==> src/rtl/alu_issue_ctrl.sv <==
// alu_issue_ctrl: issue stage in front of a 2-bit ALU.
//   Commands {op,b,a} are queued in a DEPTH-entry FIFO. One command at a time
//   is held on the ALU inputs for ALU_LAT cycles of WAIT. The ALU outputs are
//   then captured and offered downstream until the consumer accepts them.
// Optional feature: define ALU_ISSUE_CHECK_EN to add the res_err output. It
//   flags a captured op-0 (add) result that disagrees with a+b.
module alu_issue_ctrl #(
  parameter int DEPTH   = 4,
  parameter int ALU_LAT = 2
) (
  input  logic       clk,
  input  logic       en,
  input  logic       cmd_valid,
  output logic       cmd_ready,
  input  logic [1:0] cmd_a,
  input  logic [1:0] cmd_b,
  input  logic [1:0] cmd_op,
  output logic [1:0] alu_a,
  output logic [1:0] alu_b,
  output logic [1:0] alu_s,
  output logic       alu_en,
  input  logic [3:0] alu_y,
  input  logic       alu_carry,
  input  logic       alu_zero,
  output logic       res_valid,
  input  logic       res_ready,
  output logic [3:0] res_y,
  output logic       res_carry,
  output logic       res_zero,
  output logic [1:0] res_op,
  output logic       busy,
  output logic [7:0] done_cnt
`ifdef ALU_ISSUE_CHECK_EN
  ,
  output logic       res_err
`endif
);

  localparam int AW = $clog2(DEPTH);
  localparam logic [AW:0] FULL_CNT = (AW+1)'(DEPTH);

  typedef enum logic [1:0] {IDLE, ISSUE, WAIT, HOLD} state_t;

  typedef struct packed {
    logic [1:0] op;
    logic [1:0] b;
    logic [1:0] a;
  } cmd_t;

  cmd_t          mem [DEPTH];
  logic [AW-1:0] wr_ptr, rd_ptr;
  logic [AW:0]   count;
  logic          full, empty, push, pop;

  state_t        state, state_nx;
  cmd_t          cur;
  logic [2:0]    lat_cnt;
  logic          capture, handshake;

  assign full      = (count == FULL_CNT);
  assign empty     = (count == '0);
  assign cmd_ready = !full && !en;
  assign push      = cmd_valid && cmd_ready;

  assign alu_a  = cur.a;
  assign alu_b  = cur.b;
  assign alu_s  = cur.op;
  assign alu_en = (state == IDLE);
  assign busy   = (state != IDLE) || !empty;

  // FIFO storage write; only pushed slots are ever read back.
  // NOTE: the storage array has no reset. Occupancy is tracked by count, so a stale entry is never popped.
  always_ff @(posedge clk) begin
    if (push) mem[wr_ptr] <= {cmd_op, cmd_b, cmd_a};
  end

  // FIFO pointers and occupancy. The pointers wrap naturally because DEPTH is a power of 2.
  // NOTE: all sequential state uses non-blocking assignments so that every register samples pre-edge values.
  always_ff @(posedge clk or posedge en) begin
    if (en) begin
      wr_ptr <= '0;
      rd_ptr <= '0;
      count  <= '0;
    end else begin
      if (push) wr_ptr <= wr_ptr + 1'b1;
      if (pop)  rd_ptr <= rd_ptr + 1'b1;
      case ({push, pop})
        2'b10:   count <= count + 1'b1;
        2'b01:   count <= count - 1'b1;
        default: count <= count;
      endcase
    end
  end

  // FSM state register.
  always_ff @(posedge clk or posedge en) begin
    if (en) state <= IDLE;
    else    state <= state_nx;
  end

  // Next-state decode, including pop, capture and result-handshake strobes.
  // NOTE: every output of this block gets a default first, so no path can infer a latch.
  always_comb begin
    state_nx  = state;
    pop       = 1'b0;
    capture   = 1'b0;
    handshake = 1'b0;
    case (state)
      IDLE: begin
        if (!empty) begin
          pop      = 1'b1;
          state_nx = ISSUE;
        end
      end
      ISSUE: state_nx = WAIT;
      WAIT: begin
        if (lat_cnt == 3'd0) begin
          capture  = 1'b1;
          state_nx = HOLD;
        end
      end
      HOLD: begin
        if (res_ready) begin
          handshake = 1'b1;
          if (!empty) begin
            pop      = 1'b1;
            state_nx = ISSUE;
          end else begin
            state_nx = IDLE;
          end
        end
      end
      default: state_nx = IDLE;
    endcase
  end

  // Operand registers on the ALU inputs, and the latency counter that paces WAIT.
  always_ff @(posedge clk or posedge en) begin
    if (en) begin
      cur     <= '0;
      lat_cnt <= '0;
    end else begin
      if (pop) cur <= mem[rd_ptr];
      if (state == ISSUE)
        lat_cnt <= 3'(ALU_LAT - 1);
      else if (state == WAIT && lat_cnt != 3'd0)
        lat_cnt <= lat_cnt - 1'b1;
    end
  end

  // Result capture, downstream valid, and the count of completed handshakes.
  always_ff @(posedge clk or posedge en) begin
    if (en) begin
      res_valid <= 1'b0;
      res_y     <= '0;
      res_carry <= 1'b0;
      res_zero  <= 1'b0;
      res_op    <= '0;
      done_cnt  <= '0;
    end else begin
      if (capture) begin
        res_valid <= 1'b1;
        res_y     <= alu_y;
        res_carry <= alu_carry;
        res_zero  <= alu_zero;
        res_op    <= cur.op;
      end else if (handshake) begin
        res_valid <= 1'b0;
      end
      if (handshake) done_cnt <= done_cnt + 8'd1;
    end
  end

`ifdef ALU_ISSUE_CHECK_EN
  logic [2:0] exp_sum;
  logic       chk_mismatch;

  assign exp_sum      = 3'(cur.a) + 3'(cur.b);
  assign chk_mismatch = (cur.op == 2'd0) &&
                        ((alu_y != {1'b0, exp_sum}) ||
                         (alu_carry != exp_sum[2]) ||
                         (alu_zero != (exp_sum == 3'd0)));

  // Add-result self check. It is sampled with the result and cleared once the result is taken.
  always_ff @(posedge clk or posedge en) begin
    if (en)             res_err <= 1'b0;
    else if (capture)   res_err <= chk_mismatch;
    else if (handshake) res_err <= 1'b0;
  end
`endif

endmodule

==> config.mk <==
export PLATFORM = sky130hd
export DESIGN_NAME = alu_issue_ctrl
export DESIGN_NICKNAME = d
export VERILOG_FILES = /design/src/rtl/alu_issue_ctrl.sv
export SDC_FILE = /design/constraint.sdc
export NUM_CORES = 1
export LEC_CHECK = 0
export ABC_AREA = 0
export CELL_PAD_IN_SITES_DETAIL_PLACEMENT = 0
export CELL_PAD_IN_SITES_GLOBAL_PLACEMENT = 1
export CORE_ASPECT_RATIO = 1.75
export CORE_MARGIN = 3
export CORE_UTILIZATION = 40
export CTS_CLUSTER_SIZE = 8
export DETAILED_ROUTE_END_ITERATION = 12
export HOLD_SLACK_MARGIN = 0.05
export PLACE_DENSITY_LB_ADDON = 0.1
export SETUP_SLACK_MARGIN = 0.2
export SYNTH_ARGS = -nofsm -noshare
export SYNTH_HDL_FRONTEND = slang
export SYNTH_SLANG_ARGS = --single-unit
==> constraint.sdc <==
create_clock -name clk -period 4.4 [get_ports clk]
set_input_delay 0.44 -clock clk [delete_from_list [all_inputs] [get_ports clk]]
set_output_delay 0.44 -clock clk [all_outputs]
set_load 0.01 [all_outputs]
Yosys cells after proc, flatten, opt, wreduce, memory -nomap -nowiden. Memories as Yosys holds them, arrays and structs flattened. A register that Yosys moved wholly into a read port is not among the register bits. Cells that the tools add are included.

Flip-flop bits (word level): 29. Latch bits: 0. Memory bits (writable): 24. ROM bits: 0. Bits of input ports: 16. Output and inout port bits: 26. Word-level logic and storage cells: 62. Memories: 1.

Memories: mem (depth 4, width 6, rd ports 1, clocked after Yosys merged registers in 1, wr ports 1, line 50) `cmd_t mem [DEPTH];`.

Add/subtract/negate cells: 6. $mul: 0. Div/mod/pow operators: 0. Magnitude comparators: 0. Eq/ne operators: 9. Shifts and indexed selects: 0. Mux-type cells: 19. Bitwise operators: 0. Reduce and logical (&&, ||, !) cells: 16.

Operators by type and width (count): $mux 1 (11); $add 8x1->8 const B (1); $pmux 2 s4 (1); $reduce_bool 2->1 (4); $eq 2x2->1 const B (3); $logic_not 3->1 (2); $mux 2 (3); $mux 3 (2); $ne 2x2->1 const B (3); $pmux 3 s2 (1); $sub 3x1->3 const B (2); $add 2x1->2 const B (2); $eq 2x1->1 const B (2); $add 3x1->3 const B (1); $eq 3x3->1 const B (1); $logic_and 1x1->1 (3); $logic_not 1->1 (3); $reduce_and 3->1 (1); $reduce_bool 3->1 (1); $logic_not 2->1 (1); $pmux 1 s2 (1); $logic_or 1x1->1 (1).

Logic depth before layout (Yosys ltp). Gate-level depths: netlist of the first run.

Depth in word-level cells: 6. Depth in mapped cells: 10. Depth with buffers taken out: 10.

Worst setup path before layout of the first run. No wires, ideal clock.

Path type: register -> register. From: register state[0]. To: register count[2]. Library setup time: 0.079 ns. Arrival: 2.204 ns. Required time: 4.321 ns. Slack: 2.117 ns. Cell stages (with the launch flop): 11. Buffers on the path: 0. Clock period less this slack: 2.283 ns. Path through: dfrtp_1 -> inv_1 -> ha_1 -> a21oi_1 -> nor3_4 -> ha_1 -> inv_1 -> fa_1 -> xor2_1 -> nor2_1 -> xor2_1.

Longest elaborated chain between the ends: 4. Elaborated cells on any way between the ends: 7. Those cells by class: eq/ne (3); mux (2); reduce/logical (2).

Ends and longest elaborated chain: start, declared (line 55) `state_t state, state_nx;`; start signal, assigned (line 98) `else state <= state_nx;`; $logic_not 2->1 *; net alu_en (line 21) `output logic alu_en,`; $pmux 1 s2 * (line 108) `case (state)`; net pop (line 53) `logic full, empty, push, pop;`; $eq 2x1->1 / $eq 2x2->1 (equally long branches) (line 87) `case ({push, pop})`; $pmux 3 s2 / $reduce_bool 2->1 (equally long branches); end signal, assigned (line 88) `2'b10: count <= count + 1'b1;`; end signal, assigned (line 89) `2'b01: count <= count - 1'b1;`; end signal, assigned (line 90) `default: count <= count;`; end, declared (line 52) `logic [AW:0] count;`.

Mark *: on every way through the listed nets, which the timed path passes. The rest lies on a longest branch. A chain may end at the register's enable or synchronous reset.

Worst setup path after layout of the first run.
From: register state[0]. To: register count[2].

Longest elaborated chain between the ends: 4. Elaborated cells on any way between the ends: 7. Those cells by class: eq/ne (3); mux (2); reduce/logical (2).

Ends and longest elaborated chain (line): $eq 2x2->1 / $logic_not 2->1 (equally long branches) (108); $pmux 1 s2 * (108); net pop (53); $eq 2x1->1 / $eq 2x2->1 (equally long branches) (87); $pmux 3 s2 / $reduce_bool 2->1 (equally long branches).

Marks and branches as above.

==> impl_metrics.tcl, run 1 <==
set metrics [dict create \
    grt_pass1_vias 1639 \
    tns_ps 0 \
    synthXorXnorAreaFrac_pct 4.86 \
    min_path_cells 1 \
    cp-start-kind "flop" \
    critical_path_buf_inv_count 2 \
    synth_top_family_by_area "multiplexers" \
    required_ps 4650 \
    core_area_um2 5970 \
    ioPinCount 42 \
    postPlaceCellArea_um2 3030 \
    synth_top_area_share_pct 34.7 \
    synth_simple_gate_area_share_pct 6.55 \
    cts_hold_buf 0 \
    rsz0062_at_grt "false" \
    dr.first_iter.drc_count 38 \
    vdd_ir_drop_max_mv 0.300 \
    post_cts.repair.setup_buffers 0 \
    timing.rr.end "count[2]" \
    layout-drive-gt1-share_pct 19.1 \
    cp.depth 9 \
    async_flop_share_pct 59.3 \
    status "finished, final reports clean" \
    hold_start "done_cnt[7]" \
    critPathMaxStageDelay_ps 450 \
    ff_latch_area_um2 1600 \
    arrival_ps 2790 \
    seq_area_frac_synth_pct 63.3 \
    cts_buffers 9 \
    hp-class "flop to flop" \
    multiInputGateArea_um2 867 \
    fmax_ghz 0.393 \
    clk_latency_ps 330 \
    ant_nets 0 \
    fill_cells 504 \
    final_nets 245 \
    synth-compound-area-share_pct 2.38 \
    wl_per_cell_um 15.8 \
    fp-row-count 37 \
    post-route-period-util_pct 57.8 \
    cts.sinks 59 \
    viasPerCell 4.88 \
    cts_tree "built" \
    r2r-start "state[0]" \
    antenna_found_initial 0 \
    crit_path_end_kind "flop" \
    dieArea_um2 7330 \
    root_buffer "clkbuf_8" \
    path_delay_family "adder cells" \
    die_h_um 111 \
    wirelength_mm 4.71 \
    synth_area_leader_cell "dfrtp_1" \
    critical_path.max_fanout 9 \
    synthMostInstantiatedCell "dfrtp_1" \
    yosys-top-cells-area "dfrtp_1 (35%), edfxtp_1 (29%), mux2_2 (7.6%)" \
    maxCapViolations 0 \
    grt_usage_pct 14.7 \
    portBuffers 41 \
    tightest_slew_ps 467 \
    place.gp.congestion 0.711 \
    drc 0 \
    syn_to_final_growth_pct 30.5 \
    dieWidth_um 66.0 \
    n_antenna_cell 0 \
    grt_first_pass_wirelength_mm 7.94 \
    fin_worst_skew_ps 5.47 \
    ys_warn_count 0 \
    htreeDepth 3 \
    synth_ff_type "dfrtp_1" \
    p_leak_nw 1.34 \
    slew_headroom_pct 68.7 \
    synth_cells 164 \
    dpl.hpwl_mm 3.51 \
    worstSetupPathType "flop to flop" \
    grt_overflow_total 0 \
    r2r_cells 9 \
    synth_adder_area_share_pct 7.25 \
    synth.area.mux_share_pct 13.3 \
    drt_pass1_iterations 4 \
    powerDensity_nw_per_um2 723 \
    setup_viol 0 \
    synth_top_cells_by_count "dfrtp_1 (35), edfxtp_1 (24), mux2_2 (17)" \
    synth_area_per_cell_um2 15.4 \
    initial_utilization_pct 42.2 \
    ctsResizeCount 0 \
    stdcell_area_um2 3290 \
    rrSetupSlack_ps 1860 \
    grt_max_degree 36 \
    min_period_ps 2540 \
    vias 1453 \
    synth-edff-count 24 \
    final-hold-violation-count 0 \
    slowest_stage "nor3_4" \
    hold_path_end "done_cnt[7]" \
    cts.clk_slew.worst_paths_ps 60 \
    maxSlewViolCount 0 \
    synth.distinct_cells 28 \
    clk_path_buf_depth 2 \
    mappedNetlistNets 194 \
    synth-seq-cells 59 \
    synthesis.area_um2 2520 \
    crit_chain "inv_1, ha_1, nor3_4, ha_1, inv_1, fa_1, xor2_1, nor2_1, xor2_1" \
]
==> power by group <==
part           internal, mW  total (mW)  switching (mW)
combinational         0.483       0.849           0.366
clock                 0.425       0.631           0.205
sequential            0.752       0.897           0.145
==> area by class of cell <==
type / count / share of cell area (%)
Clock buffer: 12 / 5.06
Clock inverter: 4 / 2.89
Inverter: 13 / 1.48
Multi-Input combinational cell: 90 / 26.4
Sequential cell: 59 / 48.5
Tap cell: 78 / 2.97
Timing Repair Buffer: 42 / 12.7
==> cells in the final DEF, fill, tap and decap left out, drive strengths merged <==
cell            n
clkdlybuf4s50  41
dfrtp          35
edfxtp         24
mux2           17
inv            13
ha             13
clkbuf         12
xnor2          10
nand2           7
mux4            6
nor2            5
a21oi           5
and3            5
xor2            4
bufinv          3
nand2b          2
and2            2
nand4           2
nand3           2
nor3            2
o21ai           1
a31oi           1
a2bb2oi         1
or3             1
o221ai          1
mux2i           1
and4            1
fa              1
clkinv          1
buf             1
==> how the worst max path moves through the flow <==
stage                    from        to
finish               state[0]  count[2]
global placement    res_ready  count[2]
CTS                  state[0]  count[2]
floorplan            state[0]  count[2]
global route         state[0]  count[2]
detailed placement  res_ready  count[2]
==> state kept, by name, summed over array words and instances (netlist names), 3 cells and up <==
signal and count:
mem 24, res_y 4, count 3, lat_cnt 3
done_cnt 8
==> layer usage <==
| metal | vias to the layer above | global-route usage, % | wire (µm) |
|---|---|---|---|
| met5 | - | 0 | 0 |
| met4 | 0 | 7.73 | 104 |
| met3 | 8 | 4.36 | 231 |
| met2 | 40 | 25.8 | 2660 |
| met1 | 721 | 15.2 | 1710 |
| li1 | 684 | - | - |
==> worst reg2reg max path, cell delays in order (launching register included) <==
cell and delay (ps):
dfrtp_1 410, inv_1 130, ha_1 350, nor3_4 450
ha_1 270, inv_1 60, fa_1 370, xor2_1 150
nor2_1 110, xor2_1 160
==> metrics by stage <==
stage	hold slack, ps	util [%]	setup WS, ps	instances	power, mW
after global routing	484	55.1	1660	298	2.55
after global placement	461	50.7	1770	282	1.72
final	471	55.1	1860	298	2.38
after floorplan	477	-	2120	164	1.42
after detailed placement	468	50.7	1690	282	1.78
after CTS	477	55.1	1820	298	2.42
==> cells by family (layout without fill, tap and decap cells) <==
logic type | Yosys count | count (layout)
xor gates and xnor gates | 14 | 14
muxes | 24 | 24
AOI/OAI and AO/OA | 9 | 9
buffers and inverters | 15 | 71
DFF | 59 | 59
and+or+nand+nor | 29 | 29
adders and majority gates | 14 | 14
Power figures use the tool's default switching activity.
==> inputs of run 2 (changes only) <==
--- a/config.mk
+++ b/config.mk
@@ -10,7 +10,7 @@
 export CELL_PAD_IN_SITES_GLOBAL_PLACEMENT = 1
 export CORE_ASPECT_RATIO = 1.75
 export CORE_MARGIN = 3
-export CORE_UTILIZATION = 40
+export CORE_UTILIZATION = 39
 export CTS_CLUSTER_SIZE = 8
 export DETAILED_ROUTE_END_ITERATION = 12
 export HOLD_SLACK_MARGIN = 0.05
==> constraint.sdc (replaced) <==
create_clock -name clk -period 2.3 [get_ports clk]
set_input_delay 0.23 -clock clk [delete_from_list [all_inputs] [get_ports clk]]
set_output_delay 0.23 -clock clk [all_outputs]
set_load 0.01 [all_outputs]
==> run 2 against run 1 <==
Fmax up 26%. Cell area up 0.34%. Critical path depth unchanged. Wire length down 6.1%. Hold slack worse by 66 ps. Via count about the same. Worst setup slack worse by 1600 ps.
==> impl_metrics.tcl, run 2 (synthesis results as in run 1) <==
set metrics [dict create \
    stdcell_area_um2 3300 \
    fp-row-count 38 \
    slew_headroom_pct 69.2 \
    setup_viol 0 \
    p_leak_nw 1.33 \
    ioPinCount 42 \
    drt_pass1_iterations 3 \
    final_util_pct 53.0 \
    hp-class "primary input to asynchronous set/reset pin" \
    largest_register_ffs 24 \
    r2r_cells 9 \
    p_int_mw 3.05 \
    wl_per_cell_um 14.6 \
    dr.first_iter.drc_count 46 \
    switchingPower_mw 1.40 \
    layout-drive-gt1-share_pct 24.2 \
    vdd_ir_drop_max_mv 0.682 \
    status "finished, final reports clean" \
    maxSlewViolCount 0 \
    dp_cells 285 \
    combPwrFrac_pct 39.1 \
    fin_worst_skew_ps 3.52 \
    initial_utilization_pct 40.5 \
    fin_cells 303 \
    vias 1452 \
    cp-start-kind "flop" \
    swShare_pct 31.4 \
    tns_ps 0 \
    tightest_slew_ps 462 \
    antenna_found_initial 0 \
    grt_usage_pct 13.6 \
    top_register "mem" \
    critical_path.max_fanout 4 \
    cts_buffers 9 \
    portBuffers 41 \
    ff_latch_area_um2 1600 \
    cts.clk_slew.worst_paths_ps 60 \
    cts.sinks 59 \
    post-route-period-util_pct 87.4 \
    r2r-start "state[1]" \
    fmax_ghz 0.497 \
    ant_nets 0 \
    dpl.hpwl_mm 3.28 \
    rrSetupSlack_ps 290 \
    syn_to_final_growth_pct 30.9 \
    grt_pass1_vias 1559 \
    arrival_ps 2260 \
    p_seq_share_pct 38.7 \
    postPlaceCellArea_um2 3060 \
    htreeDepth 3 \
    rsz0062_at_grt "true" \
    clkPwrFrac_pct 22.2 \
    clk_path_buf_depth 2 \
    crit_path_end_kind "flop" \
    clk_latency_ps 320 \
    layout_commonest_cell "clkdlybuf4s50_1" \
    whs_ps 405 \
    core_area_um2 6230 \
    wirelength_mm 4.42 \
    root_buffer "clkbuf_8" \
    drc 0 \
    maxCapViolations 0 \
    min_period_ps 2010 \
    reg.largest.list "mem (24), done_cnt (8), res_y (4)" \
    viasPerCell 4.79 \
    place.gp.congestion 0.692 \
    multiInputGateArea_um2 902 \
    grt_max_degree 36 \
    die_h_um 112 \
    timing.rr.end "count[2]" \
    required_ps 2550 \
    n_antenna_cell 0 \
    fill_cells 533 \
    final_cell_mix "clkdlybuf4s50_1 (41), dfrtp_1 (34), edfxtp_1 (24), mux2_2 (17)" \
    final-hold-violation-count 0 \
    grt_first_pass_wirelength_mm 7.51 \
    dieWidth_um 66.8 \
    final_nets 248 \
    powerDensity_nw_per_um2 1350 \
    worstSetupPathType "flop to flop" \
    dieArea_um2 7500 \
    grt_overflow_total 0 \
    cts_tree "built" \
]
[run 2: area by class of cell]
class / count / share of cell area (%)
Clock buffer: 11 / 3.98
Multi-Input combinational cell: 90 / 27.3
Tap cell: 80 / 3.03
Inverter: 13 / 1.55
Timing Repair Buffer: 45 / 13.3
Sequential cell: 59 / 48.4
Clock inverter: 5 / 2.35
[run 2: stage by stage]
step	setup slack, ps	total power [mW]
finish	289	4.44
global route	190	4.77
CTS	225	4.47
detailed placement	109	3.46
global placement	167	3.37
floorplan	136	2.77
[run 2: worst max-delay path by stage]
stage	start	endpoint	slack [ps]	cells after the start
floorplan	state[0]	count[2]	140	10
global placement	res_ready	count[2]	170	9
detailed placement	en	count[2]	110	10
CTS	state[1]	count[2]	230	9
global route	count[2]	busy	190	3
finish	state[1]	count[2]	290	9
[run 2: power by group through the flow]
stage	sequential, mW	combinational (mW)	clock (mW)
finish	1.72	1.74	0.988
global route	1.78	1.91	1.09
CTS	1.72	1.72	1.02
detailed placement	1.74	1.72	0
global placement	1.72	1.65	0
floorplan	1.71	1.06	0
[run 2: per-layer routing]
| layer | routed length, µm | track usage (%) | vias up |
|---|---|---|---|
| li1 | - | - | 689 |
| met1 | 1690 | 15.3 | 718 |
| met2 | 2430 | 22.9 | 36 |
| met3 | 232 | 4.60 | 9 |
| met4 | 68 | 5.70 | 0 |
| met5 | 0 | 0 | - |
[run 2: what timing repair did]
action,in CTS,in global routing
resized for setup,0,6
endpoints found under the setup margin,0,2
hold buffers,0,0
setup buffers,0,2
[run 2: worst max-delay path, stage by stage (launching register included)]
cell,delay (ps)
dfrtp_1,430
inv_2,120
ha_4,220
nor3_4,190
ha_2,210
inv_1,50
fa_2,320
xor2_1,140
nor2_1,120
xor2_1,150
==> inputs of run 3 (changes only) <==
--- a/config.mk
+++ b/config.mk
@@ -11,7 +11,6 @@
 export CORE_ASPECT_RATIO = 1.75
 export CORE_MARGIN = 3
 export CORE_UTILIZATION = 39
-export CTS_CLUSTER_SIZE = 8
 export DETAILED_ROUTE_END_ITERATION = 12
 export HOLD_SLACK_MARGIN = 0.05
 export PLACE_DENSITY_LB_ADDON = 0.1
==> results of run 3 <==
Final layout, timing and power as in run 2 (identical DEF).
